## src/rtl/seven_seg_pkg.sv

```systemverilog
// Shared types and constants for the multiplexed seven-segment scanner.
// Segment encoding is {g,f,e,d,c,b,a}, active-low.
package seven_seg_pkg;

  typedef enum logic {
    DEAD = 1'b0,
    SHOW = 1'b1
  } state_t;

  localparam logic [6:0] SEG_OFF = 7'h7F;

  // Entry i holds the active-low pattern for hex digit i (MSB entry is F).
  localparam logic [15:0][6:0] SEG_TABLE = {
    7'h0E, 7'h06, 7'h21, 7'h46, 7'h03, 7'h08, 7'h10, 7'h00,
    7'h78, 7'h02, 7'h12, 7'h19, 7'h30, 7'h24, 7'h79, 7'h40
  };

endpackage

```

## src/rtl/hex_to_seg.sv

```systemverilog
// Combinational hex nibble to active-low seven-segment pattern.
module hex_to_seg
  import seven_seg_pkg::*;
(
  input  logic [3:0] nibble_i,
  output logic [6:0] seg_o
);

  assign seg_o = SEG_TABLE[nibble_i];

endmodule

```

## src/rtl/seven_seg_scanner.sv

```systemverilog
// Multiplexed, double-buffered seven-segment scanner with inter-digit dead time.
// Define LEADING_ZERO_BLANK_EN to auto-blank leading zero digits.
module seven_seg_scanner
  import seven_seg_pkg::*;
#(
  parameter int unsigned NUM_DIGITS  = 8,
  parameter int unsigned REFRESH_DIV = 100000,
  parameter int unsigned DEAD_CYCLES = 16
) (
  input  logic                    Clk,
  input  logic                    Reset,
  input  logic [4*NUM_DIGITS-1:0] Value,
  input  logic                    Load,
  input  logic [NUM_DIGITS-1:0]   DpIn,
  input  logic [NUM_DIGITS-1:0]   BlankMask,
  output logic [6:0]              out7,
  output logic                    dp_out,
  output logic [NUM_DIGITS-1:0]   en_out,
  output logic                    FrameTick
);

  localparam int unsigned CntMax = (REFRESH_DIV > DEAD_CYCLES) ? REFRESH_DIV : DEAD_CYCLES;
  localparam int unsigned CW     = (CntMax > 1) ? $clog2(CntMax) : 1;
  localparam int unsigned IW     = (NUM_DIGITS > 1) ? $clog2(NUM_DIGITS) : 1;
  localparam logic [CW-1:0] ShowLast = CW'(REFRESH_DIV - 1);
  // With no dead time the reset-state DEAD still lasts one cycle before the first SHOW.
  localparam logic [CW-1:0] DeadLast = (DEAD_CYCLES > 1) ? CW'(DEAD_CYCLES - 1) : '0;
  localparam logic [IW-1:0] IdxLast  = IW'(NUM_DIGITS - 1);

  state_t                       state_q, state_d;
  logic [IW-1:0]                idx_q, idx_d;
  logic [CW-1:0]                presc_q, presc_d;
  logic [NUM_DIGITS-1:0][3:0]   display_q, display_d, pending_q, pending_d;
  logic                         pending_valid_q, pending_valid_d;
  logic                         enter_show, boundary;
  logic [NUM_DIGITS-1:0]        lz_blank;
  logic [3:0]                   nibble;
  logic [6:0]                   seg;
  logic                         lit;
  logic [6:0]                   out7_d;
  logic                         dp_d;
  logic [NUM_DIGITS-1:0]        en_d;

  always_comb begin
    state_d    = state_q;
    idx_d      = idx_q;
    presc_d    = presc_q + 1'b1;
    enter_show = 1'b0;
    unique case (state_q)
      DEAD: begin
        if (presc_q == DeadLast) begin
          state_d    = SHOW;
          presc_d    = '0;
          enter_show = 1'b1;
        end
      end
      SHOW: begin
        if (presc_q == ShowLast) begin
          presc_d = '0;
          idx_d   = (idx_q == IdxLast) ? '0 : idx_q + 1'b1;
          if (DEAD_CYCLES == 0) begin
            enter_show = 1'b1;
          end else begin
            state_d = DEAD;
          end
        end
      end
      default: state_d = DEAD;
    endcase
    boundary = enter_show && (idx_d == '0);
  end

  // Double buffer: display only changes on a frame boundary; Load on the boundary bypasses.
  always_comb begin
    display_d       = display_q;
    pending_d       = pending_q;
    pending_valid_d = pending_valid_q;
    if (boundary) begin
      if (Load) begin
        display_d       = Value;
        pending_valid_d = 1'b0;
      end else if (pending_valid_q) begin
        display_d       = pending_q;
        pending_valid_d = 1'b0;
      end
    end else if (Load) begin
      pending_d       = Value;
      pending_valid_d = 1'b1;
    end
  end

`ifdef LEADING_ZERO_BLANK_EN
  always_comb begin
    logic lead;
    lz_blank = '0;
    lead     = 1'b1;
    for (int i = NUM_DIGITS - 1; i >= 1; i--) begin
      if (lead && display_d[i] == 4'h0) begin
        lz_blank[i] = 1'b1;
      end else begin
        lead = 1'b0;
      end
    end
  end
`else
  assign lz_blank = '0;
`endif

  assign nibble = display_d[idx_d];

  hex_to_seg u_hex_to_seg (
    .nibble_i (nibble),
    .seg_o    (seg)
  );

  // Outputs are computed from next-state so they change on the same edge as the state.
  always_comb begin
    lit    = (state_d == SHOW) && !BlankMask[idx_d] && !lz_blank[idx_d];
    out7_d = lit ? seg : SEG_OFF;
    dp_d   = lit ? ~DpIn[idx_d] : 1'b1;
    for (int i = 0; i < NUM_DIGITS; i++) begin
      en_d[i] = ~(lit && (idx_d == IW'(i)));
    end
  end

  always_ff @(posedge Clk or negedge Reset) begin
    if (!Reset) begin
      state_q         <= DEAD;
      idx_q           <= '0;
      presc_q         <= '0;
      display_q       <= '0;
      pending_q       <= '0;
      pending_valid_q <= 1'b0;
      out7            <= SEG_OFF;
      dp_out          <= 1'b1;
      en_out          <= '1;
      FrameTick       <= 1'b0;
    end else begin
      state_q         <= state_d;
      idx_q           <= idx_d;
      presc_q         <= presc_d;
      display_q       <= display_d;
      pending_q       <= pending_d;
      pending_valid_q <= pending_valid_d;
      out7            <= out7_d;
      dp_out          <= dp_d;
      en_out          <= en_d;
      FrameTick       <= boundary;
    end
  end

endmodule

```

## config.mk

```make
export PLATFORM = sky130hd
export DESIGN_NAME = seven_seg_scanner
export DESIGN_NICKNAME = d
export VERILOG_FILES = /design/src/rtl/seven_seg_pkg.sv /design/src/rtl/hex_to_seg.sv /design/src/rtl/seven_seg_scanner.sv
export SDC_FILE = /design/constraint.sdc
export NUM_CORES = 1
export LEC_CHECK = 0
export ABC_CLOCK_PERIOD_IN_PS = 10990
export CAP_MARGIN = 10
export CORE_MARGIN = 4
export CORE_UTILIZATION = 60
export DETAILED_ROUTE_END_ITERATION = 10
export HOLD_SLACK_MARGIN = 0.02
export PLACE_DENSITY = 0.84
export SLEW_MARGIN = 10
export SYNTH_ARGS = -nofsm -noshare
export SYNTH_HDL_FRONTEND = slang
export SYNTH_SLANG_ARGS = --single-unit
```

## constraint.sdc

```tcl
create_clock -name Clk -period 10.99 [get_ports Clk]
set_clock_uncertainty 0.15 [all_clocks]
set_input_delay 2.198 -clock Clk [delete_from_list [all_inputs] [get_ports Clk]]
set_output_delay 2.198 -clock Clk [all_outputs]
set_load 0.02 [all_outputs]
```

* Word-level counts from Yosys, hierarchy flattened
Memory sizes are Yosys's and may differ from the RTL's.
Cells that the tools add are included.
** Cells by class
- Mux-type cells :: 25
- Add/sub/neg operators :: 2
- Bitwise gates (word level) :: 11
- $lt $le $gt $ge :: 2
- Equal/unequal tests :: 10
- Reduce and logical (&&, ||, !) cells :: 16
** Operators with widths (count)
- $mux W32 :: 3
- $mux W17 :: 2
- $pmux W17 S2 :: 1
- $add A17 B1 Y17 const B :: 1
- $eq A17 B17 Y1 const B :: 1
- $eq A17 B4 Y1 const B :: 1
- $eq A3 B3 Y1 const B :: 5
- $mux W7 :: 2
- $bmux W4 S3 :: 1
- $logic_and A1 B1 Y1 :: 11
- $not A1 Y1 :: 11
- $mux W1 :: 9
- $mux W3 :: 3
- $bmux W1 S3 :: 2
- $eq A3 B2 Y1 const B :: 2
- $lt A4 B5 Y1 const B :: 1
- $lt A3 B4 Y1 const B :: 1
- $mux W4 :: 1
- $add A3 B1 Y3 const B :: 1
- $eq A3 B1 Y1 const B :: 1
- $logic_not A3 Y1 :: 1
- $logic_not A1 Y1 :: 2
- $pmux W1 S2 :: 1
- $reduce_and A2 Y1 :: 1
- $reduce_bool A2 Y1 :: 1
** Storage, ports and cells
- Output and inout bits :: 17
- Bits of input ports :: 51
- Memories :: 2
- Bits in read-only memories :: 120
- Flip-flop bits (word level) :: 103
- Word-level logic and storage cells :: 92
** Memories
- (name not given) :: depth 16, bits a word 7, read ports 1, clocked after Yosys merged registers in 0, wr ports 0, line hex_to_seg.sv:9 : assign seg_o = SEG_TABLE[nibble_i];
- (name not given) :: depth 8, bits a word 1, read ports 1, clocked after Yosys merged registers in 0, wr ports 0, line seven_seg_scanner.sv:118 : lit = (state_d == SHOW) && !BlankMask[idx_d] && !lz_blank[idx_d];

* Logic depth before layout (Yosys ltp)
- Depth after elaboration :: 12
- Depth in mapped cells :: 16
- Depth with buffers taken out :: 16

* Cells and area by module
Synthesis repeated with hierarchy kept, for this count alone.
** Second synthesis, totals
- Cells, all modules :: 465
- Area, all modules :: 5026.1 µm²
** Modules (own cells, without submodules)
- seven_seg_scanner :: instances 1, cells each 433, area an instance 4750.8 µm², seq. area each 2597.5 µm²
- hex_to_seg :: instances 1, cells each 32, area an instance 275.3 µm², seq. area each 0.0 µm²

* Worst setup path before layout
No wires, ideal clock.
- Path kind :: in2reg
- Start :: in Load
- End :: reg out7[1]
- Arrival time :: 4462 ps
- Required time :: 10760 ps
- Buffers on the path :: 1
- Stages on the path :: 11
- Library setup time :: 80 ps
- Path slack :: 6298 ps
- Path through :: clkbuf_1 > inv_1 > nor3_1 > a221o_1 > o211a_1 > o211a_4 > inv_1 > ha_1 > inv_1 > mux2_4 > o221ai_2
** RTL lines
- start, declared :: line seven_seg_scanner.sv:13 : input logic Load,
- end signal, assigned :: line seven_seg_scanner.sv:145 : out7 <= out7_d;
- end, declared :: line seven_seg_scanner.sv:16 : output logic [6:0] out7,

==> metrics.md <==
| Metric | Value |
|---|---|
| Final Slew Violations | `0` |
| Power consumption | `803 µW` |
| Hold crit path type | `flop to flop` |
| Tmin final | `5.88 ns` |
| Number of buffers inserted during clock tree synthesis | `9` |
| Number of DRC violations after detailed-routing iteration 0 | `a little over 500` |
| Clock transition at the register clock pins on the worst setup and hold paths after CTS | `about 0.11 ns` |
| DP Wirelength | `between 9000 and 10000 µm` |
| Leakage | `2.70 nW` |
| Combinational fraction of design power | `14.5%` |
| Post-detailed-route count of antenna-violating nets | `0` |
| Die extent in y | `103 µm` |
| First-pass GRT wire length | `22500 µm` |
| Routed via count | `around 4700` |
| Power per cell area | `126 mW/mm²` |
| Mean area per synthesized cell | `around 9.7 µm²` |
| Total Die Area | `roughly 0.011 mm²` |
| I/O pins | `68` |
| Start point of the critical path | `Load` |
| # hold bufs at CTS | `0` |
| CP Capture Type | `flop` |
| Number of port buffers | `67` |
| Root buffer selected by CTS | `clkbuf_8` |
| Number of synthesized register bits | `about 100` |
| Highest clock frequency the design can meet | `around 170 MHz` |
| Vias/cell | `6.48` |
| Syn nets | `between 600 and 700` |
| Overall routed net length | `between 10000 and 15000 µm` |
| Flop pwr share | `approximately 54%` |
| CP Max Fanout | `27` |
| Share of Yosys cell area claimed by the top area cell type | `40.2%` |
| Capture point of the worst reg-to-reg path | `out7[0]$_DFF_PN1_` |
| Reg-to-reg critical path startpoint | `presc_q[0]$_DFF_PN0_` |
| Setup_tns | `0 ns` |
| Internal power summed over all cells | `slightly below 600 µW` |
| Die Wd | `approximately 100 µm` |
| Final net count | `around 670` |
| Flip-flop cell with the highest count after synthesis | `dfrtp_1` |
| Routability congestion estimate | `approximately 0.95` |
| R2R cell count | `13` |
| Kind of critical path | `primary input to flop` |
| Largest net degree at the start of global routing | `53` |
| Flop-to-flop setup slack | `between 5 and 6 ns` |
| Arrival @ worst endpoint | `a little over 6 ns` |
| Setup repair after global routing missed its margin | `no` |
| DRC violations left | `0` |
| VDD IR-drop max | `~77 µV` |
| Fraction of layout instances using a drive strength above 1 | `roughly 14%` |
| Cell row count | `34` |
| Synth top area cells | `dfrtp_1, dfstp_2, mux2_2, nor2_1, nand2_1` |
| Clock share of power | `between 30% and 40%` |
| Setup crit start kind | `primary input` |
| Count of different cell masters after synthesis | `69` |
| Overflow after GRT | `0` |
| Status | `finished, final reports clean` |
| Global-route total usage across every layer | `26.8%` |
| Worst slew pin tran | `1.14 ns` |
| H-tree depth reported by CTS | `3` |
| Post-cts gate resize count | `0` |
| Number of search-and-repair iterations in the first detailed-routing pass | `5` |
| Clock insertion delay at the later pin of the skew report | `0.38 ns` |
| Number of hold violations in the final report | `0` |
| Async SR Flop Fraction | `100%` |
| Starting density of the core | `61.8%` |
| Post-synthesis cell type with the largest combined area | `dfrtp_1` |
| Remaining max-slew budget at the tightest pin | `around a quarter` |
| Seq/Total Area, Yosys | `a little under half` |
| Vias in the first global route | `roughly 4600` |
| Switching power of the nets | `around 220 µW` |
| Worst endpoint required time | `around 11 ns` |
| DR WL/cell | `about 19 µm` |
| Floorplan core area | `between 0.008 and 0.009 mm²` |
| Number of buffers between clock root and the deepest sink | `2` |
| CTS tree | `built` |
| Initial antenna violation count | `0` |
| Mapped cell area | `~0.0054 mm²` |
| Cells after synthesis | `~560` |
| Number of sinks handled by clock tree synthesis | `slightly above 100` |
| Setup Fix Bufs, Post-CTS | `0` |
| Syn-to-layout area delta | `17.2%` |
| Final worst-path cycle share | `53.5%` |
| Final setup violation count | `0` |
| Switching Fraction | `between 20% and 30%` |
| Last element of the critical path | `out7[1]$_DFF_PN1_` |
| Number of warning messages in the yosys log | `0` |
| Antenna Diode Count | `0` |
| EDFF count, synth | `0` |
| # Max-Cap Violations | `0` |
## sequential cells by signal (all words and copies together) (netlist names)
register	flops
display_q	32
pending_q	32
presc_q	17
en_out	8
out7	7
idx_q	3
FrameTick	1
dp_out	1
pending_valid_q	1
state_q	1
## metal layers
layer	vias to the layer above	share of wire, %	global-route usage [%]
met5	-	0	0
met4	0	2.4	8.27
met3	42	9.2	6.43
met2	249	48	43.9
met1	2283	41	35.5
li1	2121	-	-
## cells in the mapped netlist, types with 3 or more instances
library cell and n:
a211oi_1 4, a21oi_1 26, a221o_1 5, a22oi_1 6, a31oi_1 3, and2_1 3
and3_1 7, buf_1 6, buf_2 3, clkbuf_1 20, dfrtp_1 87, dfstp_2 16
ha_1 9, inv_1 12, mux2_2 34, mux2i_1 7, nand2_1 43, nand2b_1 5
nand3_1 29, nand4_1 4, nor2_1 95, nor2b_1 3, nor3_1 14, o21ai_0 12
o221ai_1 5, o22ai_1 17, o31a_1 10, or2_2 4, or3_1 6, xnor2_1 6
xor2_1 9
## worst min path at each step
stage                              endpoint  slack (ns)               startpoint  depth (start not counted)
floorplan           display_q[13]$_DFF_PN0_        0.29  display_q[13]$_DFF_PN0_                          2
global placement    display_q[12]$_DFF_PN0_        0.31  display_q[12]$_DFF_PN0_                          1
detailed placement  display_q[13]$_DFF_PN0_        0.32  display_q[13]$_DFF_PN0_                          2
CTS                    presc_q[0]$_DFF_PN0_        0.34     presc_q[0]$_DFF_PN0_                          1
global route           presc_q[0]$_DFF_PN0_        0.36     presc_q[0]$_DFF_PN0_                          1
finish                 presc_q[0]$_DFF_PN0_        0.34     presc_q[0]$_DFF_PN0_                          1
## layout make-up
class	instances	area [µm²]
clock inverters	6	77.6
fillers	642	2420
flip-flops and latches	103	2600
well taps	108	135
clock buffers	10	138
multi-input cells	412	2640
repair buffers	72	706
inverters	13	48.8
## critical path, cell delays in order
cell             delay [ns]
clkdlybuf4s50_1        1.13
inv_1                  0.31
nor3_1                 0.84
a221o_1                0.32
o211a_1                0.17
o211a_4                0.21
inv_1                  0.10
ha_1                   0.31
inv_1                  0.04
mux2_4                 0.26
o221ai_2               0.14
## power by group through the flow
stage	Sequential (mW)	Clock, mW	Combinational (mW)
after floorplan	0.437	0	0.0608
after global placement	0.436	0	0.110
after detailed placement	0.437	0	0.115
after CTS	0.430	0.261	0.116
after global routing	0.434	0.274	0.127
final	0.431	0.255	0.116
## cells by family after synthesis
group | after synthesis | synth area share, %
AOI/OAI and AO/OA | 120 | 16.4
xor gates and xnor gates | 15 | 2.43
adders and majority gates | 9 | 2.08
buffers and inverters | 43 | 3.19
DFF | 103 | 48.0
muxes | 42 | 8.64
and+or+nand+nor | 226 | 19.3
## per-stage QoR
step / cell area [µm²] / std cells / utilization, % / hold WS [ns] / worst slack, ns
floorplan: 5410 / 558 / - / 0.285 / 6.30
global placement: 6130 / 708 / 70.0 / 0.312 / 4.98
detailed placement: 6130 / 708 / 70.0 / 0.322 / 4.78
CTS: 6350 / 724 / 72.4 / 0.343 / 5.20
global route: 6350 / 724 / 72.4 / 0.359 / 4.90
finish: 6350 / 724 / 72.4 / 0.343 / 5.11
## layout by cell type, fill, tap and decap left out, drive strengths merged, types with 4 or more instances in the layout
cell	count
a211oi	5
a21oi	27
a221o	5
a22oi	6
and2	4
and3	7
buf	6
clkbuf	10
clkdlybuf4s50	66
dfrtp	87
dfstp	16
ha	9
inv	15
mux2	35
mux2i	7
nand2	43
nand2b	5
nand3	29
nand4	4
nor2	95
nor3	16
o21ai	12
o221ai	6
o22ai	17
o31a	10
or2	4
or3	6
xnor2	6
xor2	9
Note: power is estimated with default switching activity, not from simulation.
